==> config.mk <==
export PLATFORM = sky130hd
export DESIGN_NAME = conv_sequencer
export DESIGN_NICKNAME = d
export VERILOG_FILES = /design/src/rtl/conv_pkg.sv /design/src/rtl/conv_pos_counter.sv /design/src/rtl/conv_sequencer.sv
export SDC_FILE = /design/constraint.sdc
export NUM_CORES = 1
export LEC_CHECK = 0
export BUFFER_PORTS_ARGS = -buffer_cell sky130_fd_sc_hd__buf_2
export CAP_MARGIN = 20
export CORE_UTILIZATION = 45
export DETAILED_ROUTE_END_ITERATION = 8
export PLACE_DENSITY = 0.67
export SYNTH_ARGS = -nofsm -noshare
export SYNTH_HDL_FRONTEND = slang
export SYNTH_SLANG_ARGS = --single-unit
==> constraint.sdc <==
create_clock -name clk -period 2.9 [get_ports clk]
set_input_delay 0.435 -clock clk [delete_from_list [all_inputs] [get_ports clk]]
set_output_delay 0.435 -clock clk [all_outputs]
set_load 0.03 [all_outputs]
==> src/rtl/conv_pkg.sv <==
// rtl/conv_pkg.sv - shared types and widths for the convolution sequencer
package conv_pkg;

   typedef enum logic [1:0] {
      IDLE  = 2'd0,
      ISSUE = 2'd1,
      DRAIN = 2'd2,
      OUT   = 2'd3
   } state_e;

   localparam int PHASES = 3;
   localparam int SUM_W  = 17;
   localparam int ACC_W  = 19;
   localparam int PIX_W  = 8;

endpackage

==> src/rtl/conv_pos_counter.sv <==
// rtl/conv_pos_counter.sv - output-map column/row tracker with end-of-frame flag
module conv_pos_counter #(
   parameter int IMG_W = 28,
   parameter int IMG_H = 28,
   parameter int COL_W = 5,
   parameter int ROW_W = 5
) (
   input  logic             clk,
   input  logic             rst,
   input  logic             adv_i,
   output logic [COL_W-1:0] col_o,
   output logic [ROW_W-1:0] row_o,
   output logic             last_o
);

   localparam logic [COL_W-1:0] COL_MAX = COL_W'(IMG_W - 3);
   localparam logic [ROW_W-1:0] ROW_MAX = ROW_W'(IMG_H - 3);

   logic [COL_W-1:0] col_q, col_d;
   logic [ROW_W-1:0] row_q, row_d;

   // raster advance: column wraps into the next row, last row wraps to the top
   always_comb begin
      col_d = col_q;
      row_d = row_q;
      if (adv_i) begin
         if (col_q == COL_MAX) begin
            col_d = '0;
            row_d = (row_q == ROW_MAX) ? '0 : row_q + 1'b1;
         end else begin
            col_d = col_q + 1'b1;
         end
      end
   end

   // position registers, cleared by reset so a new frame starts at (0,0)
   always_ff @(posedge clk) begin
      if (rst) begin
         col_q <= '0;
         row_q <= '0;
      end else begin
         col_q <= col_d;
         row_q <= row_d;
      end
   end

   assign col_o  = col_q;
   assign row_o  = row_q;
   assign last_o = (col_q == COL_MAX) && (row_q == ROW_MAX);

endmodule

==> src/rtl/conv_sequencer.sv <==
// rtl/conv_sequencer.sv - 3-phase conv datapath controller; CONV_SAT_EN selects saturating res_pix
module conv_sequencer
   import conv_pkg::*;
#(
   parameter int IMG_W    = 28,
   parameter int IMG_H    = 28,
   parameter int PIPE_LAT = 2,
   parameter int SHIFT    = 0,
   localparam int COL_W   = (IMG_W > 3) ? $clog2(IMG_W - 2) : 1,
   localparam int ROW_W   = (IMG_H > 3) ? $clog2(IMG_H - 2) : 1
) (
   input  logic             clk,
   input  logic             rst,
   input  logic             in_valid,
   output logic             in_ready,
   output logic             win_load,
   output logic [1:0]       select,
   input  logic [SUM_W-1:0] sum_in,
   output logic             out_valid,
   input  logic             out_ready,
   output logic [ACC_W-1:0] res_acc,
   output logic [PIX_W-1:0] res_pix,
   output logic [COL_W-1:0] out_col,
   output logic [ROW_W-1:0] out_row,
   output logic             frame_done
);

   state_e              state_q, state_d;
   logic [1:0]          phase_q, phase_d;
   logic [PIPE_LAT-1:0] tag_q, tag_d;
   logic [1:0]          cap_q, cap_d;
   logic [ACC_W-1:0]    acc_q, acc_d;
   logic                capture;
   logic                pos_last;

   // a tag leaving the delay line marks the cycle its phase's sum is on sum_in
   assign capture = tag_q[PIPE_LAT-1];

   // phase FSM: next state and handshake/select outputs
   always_comb begin
      state_d   = state_q;
      phase_d   = phase_q;
      in_ready  = 1'b0;
      win_load  = 1'b0;
      select    = 2'd0;
      out_valid = 1'b0;
      case (state_q)
         IDLE: begin
            in_ready = !rst;
            if (in_valid && !rst) begin
               win_load = 1'b1;
               phase_d  = 2'd0;
               state_d  = ISSUE;
            end
         end
         ISSUE: begin
            select = phase_q;
            if (phase_q == 2'(PHASES - 1)) begin
               phase_d = 2'd0;
               state_d = DRAIN;
            end else begin
               phase_d = phase_q + 2'd1;
            end
         end
         DRAIN: begin
            if (capture && (cap_q == 2'(PHASES - 1))) begin
               state_d = OUT;
            end
         end
         OUT: begin
            out_valid = 1'b1;
            if (out_ready) begin
               state_d = IDLE;
            end
         end
         default: state_d = IDLE;
      endcase
   end

   // tag delay line and accumulator; accept clears, each emerging tag adds one partial sum
   always_comb begin
      tag_d    = tag_q;
      tag_d[0] = (state_q == ISSUE);
      for (int i = 1; i < PIPE_LAT; i++) begin
         tag_d[i] = tag_q[i-1];
      end
      acc_d = acc_q;
      cap_d = cap_q;
      if (win_load) begin
         acc_d = '0;
         cap_d = 2'd0;
      end else if (capture) begin
         acc_d = acc_q + {{(ACC_W - SUM_W){1'b0}}, sum_in};
         cap_d = cap_q + 2'd1;
      end
   end

   // state, phase, tag and accumulator registers; reset drops any in-flight window
   always_ff @(posedge clk) begin
      if (rst) begin
         state_q <= IDLE;
         phase_q <= 2'd0;
         tag_q   <= '0;
         cap_q   <= 2'd0;
         acc_q   <= '0;
      end else begin
         state_q <= state_d;
         phase_q <= phase_d;
         tag_q   <= tag_d;
         cap_q   <= cap_d;
         acc_q   <= acc_d;
      end
   end

   conv_pos_counter #(
      .IMG_W (IMG_W),
      .IMG_H (IMG_H),
      .COL_W (COL_W),
      .ROW_W (ROW_W)
   ) u_pos (
      .clk    (clk),
      .rst    (rst),
      .adv_i  (out_valid && out_ready),
      .col_o  (out_col),
      .row_o  (out_row),
      .last_o (pos_last)
   );

   assign frame_done = out_valid && pos_last;
   assign res_acc    = acc_q;

`ifdef CONV_SAT_EN
   logic [ACC_W-1:0] acc_shr;
   assign acc_shr = acc_q >> SHIFT;
   assign res_pix = (|acc_shr[ACC_W-1:PIX_W]) ? {PIX_W{1'b1}} : acc_shr[PIX_W-1:0];
`else
   assign res_pix = acc_q[SHIFT+PIX_W-1:SHIFT];
`endif

endmodule

==> results.yml <==
die:
  die_area_um2: 6110
  fp.coreArea_um2: 5540
  start_util: 0.471
  io_pins: 64
  die_h_um: 78.2
  rows: 27
  die_w_um: 78.2
timing:
  slew_viol_final: 0
  finalSetupViolations: 0
  rsz0062_at_grt: "no"
  slew_headroom: 0.641
  timing.final.crit_share: 0.818
  max_freq_mhz: 422
  layout_setup_ws_ns: 0.528
  clock_skew_ns: 0.00432
  tightest_slew_ns: 0.537
  finalSetupTns_ns: 0
  min_period_ns: 2.37
  hold_viol: 0
critical_path:
  worstSetupPathType: "reg -> reg"
  crit_fanout: 6
  critPathRequiredTime_ns: 3.11
  arrival_ns: 2.58
  end_kind: "flip-flop"
  startpoint_type: "flip-flop"
cells_and_area:
  diodes: 0
  drive_gt1_frac: 0.238
  synthToLayoutAreaGrowth_pct: 16.4
  fin_cells: 437
  final_net_count: 413
  fillers: 556
clock_tree:
  ctsLongestPathBuffers: 2
  postCtsHoldBufs: 0
  clk_pin_slew_worst_paths_ns: 0.08
  htreeDepth: 2
  cts_tree: "done"
  cts_sinks: 37
  cts_resized: 0
  cts_buffers: 5
  clkLatencyLatePin_ns: 0.29
  cts_root_buffer: "clkbuf_8"
  postCtsSetupBuffers: 0
route:
  wl_per_cell_um: 12.9
  remaining_drc_errors: 0
  drt_iter0_drc: 126
  vias: 2356
  drtPass1Iterations: 4
  finalWirelength_mm: 5.62
  vias_per_cell: 5.39
  antenna_left: 0
synth:
  yosysTopAreaCell: "dfxtp_1"
  ys.flop_type: "dfxtp_1"
  synthArstFlopShare: 0
  synth_top_area_frac: 0.284
  synth_area_um2: 2610
  synthTopCellsByCount: "dfxtp_1, nor2_1, ha_1, nand2_1, a21oi_1"
  synth_nets: 358
  yosysMostFrequentCell: "dfxtp_1"
  ys_types: 53
  synthTopCellsByArea: "dfxtp_1, ha_1, nor2_1, xnor2_1, a21oi_1"
  ys_seq_elements: 37
  synthCells: 309
  synth-seq-area-share: 0.284
  ys.warnings.count: 0
  synth_edf_count: 0
  avgSynthCellArea_um2: 8.45
global_route:
  grt_pass1_wl_mm: 9.41
  antenna_found_initial: 0
  grt_max_degree: 18
  grt_use_total: 0.193
  grt_pass1_vias: 2113
  global_route.overflow_total: 0
run_status:
  outcome: "complete, no violations"
power:
  p_per_area_nw_per_um2: 514
  finalPower_w: 0.00156
  p_leak_nw: 1.39
  vdd_drop_max_v: 0.000238
place:
  placed_cells: 429
  io_buffer_count: 63
  dpl.hpwl_mm: 4.27
  dp_slack_ns: 0.406
  place_congestion: 0.819
min_path:
  hold_class: "reg -> reg"
run:
  maxCapViolations: 0
[final cells by class]
type | count | area [um^2] | area share
clock buffer | 6 | 82.6 | 0.0272
clock inverter | 2 | 37.5 | 0.0123
inverter | 13 | 48.8 | 0.0160
multi-input combinational | 240 | 1700 | 0.558
sequential | 37 | 741 | 0.244
tap | 72 | 90.1 | 0.0296
timing repair buffer | 67 | 345 | 0.114
[through the flow]
stage	hold WS (ns)	cell area (um^2)	util
finish	0.444	3040	0.549
global route	0.459	3040	0.549
CTS	0.453	3040	0.549
detailed placement	0.438	2920	0.527
global placement	0.427	2920	0.527
floorplan	0.414	2610	-
[cells in the final DEF (no fill, tap or decap), types with 7 or more instances in the layout]
cell and instances:
a211oi_1 7, a21o_1 7, a21oi_1 19, buf_2 63, dfxtp_1 37, ha_1 27
inv_1 12, mux2i_1 9, nand2_1 21, nand3_1 7, nand4_1 7, nor2_1 34
nor3_1 10, o21ai_0 10, xnor2_1 11, xor2_1 9
[logic make-up after synthesis]
| family | synth area share |
|---|---|
| AOI/OAI and AO/OA | 0.214 |
| xor gates and xnor gates | 0.0671 |
| adders and majority gates | 0.137 |
| buffers and inverters | 0.0671 |
| DFF | 0.284 |
| muxes | 0.0345 |
| and+or+nand+nor | 0.196 |
[where the power goes]
group | internal [W] | total, W | switching [W] | leakage, nW
combinational | 0.000192 | 0.000505 | 0.000313 | 1.03
clock | 0.000280 | 0.000471 | 0.000192 | 0.0574
sequential | 0.000548 | 0.000586 | 0.0000382 | 0.299
total | 0.00102 | 0.00156 | 0.000543 | 1.39
[routing by layer]
metal	GRT usage	routed length [um]
met1	0.257	2690
met2	0.308	2570
met3	0.0279	237
met4	0.0907	119
met5	0	0
[worst paths after layout]
kind	startpoint	end	slack (ns)	cells after the start
hold / removal	tag_q[0]$_SDFF_PP0_	tag_q[1]$_SDFF_PP0_	0.44	1
setup / recovery	res_acc[0]$_SDFFE_PP0P_	res_acc[14]$_SDFFE_PP0P_	0.53	9
setup reg to reg	res_acc[0]$_SDFFE_PP0P_	res_acc[14]$_SDFFE_PP0P_	0.53	9
hold reg to reg	tag_q[0]$_SDFF_PP0_	tag_q[1]$_SDFF_PP0_	0.44	1
[worst max-delay path, stage by stage, from the launching register on]
cell       delay (ns)
dfxtp_1          0.37
ha_1             0.20
inv_1            0.06
fa_1             0.39
nand2b_1         0.17
a21o_1           0.20
a31o_4           0.27
a2111oi_4        0.35
nor3_2           0.08
o31ai_2          0.20
[state kept, by name, summed over array words and instances, names as in the netlist]
name         cells
phase_q          2
res_acc         19
u_pos.row_o      5
state_q          2
tag_q            2
u_pos.col_o      5
cap_q            2
Power figures use the tool's default switching activity.
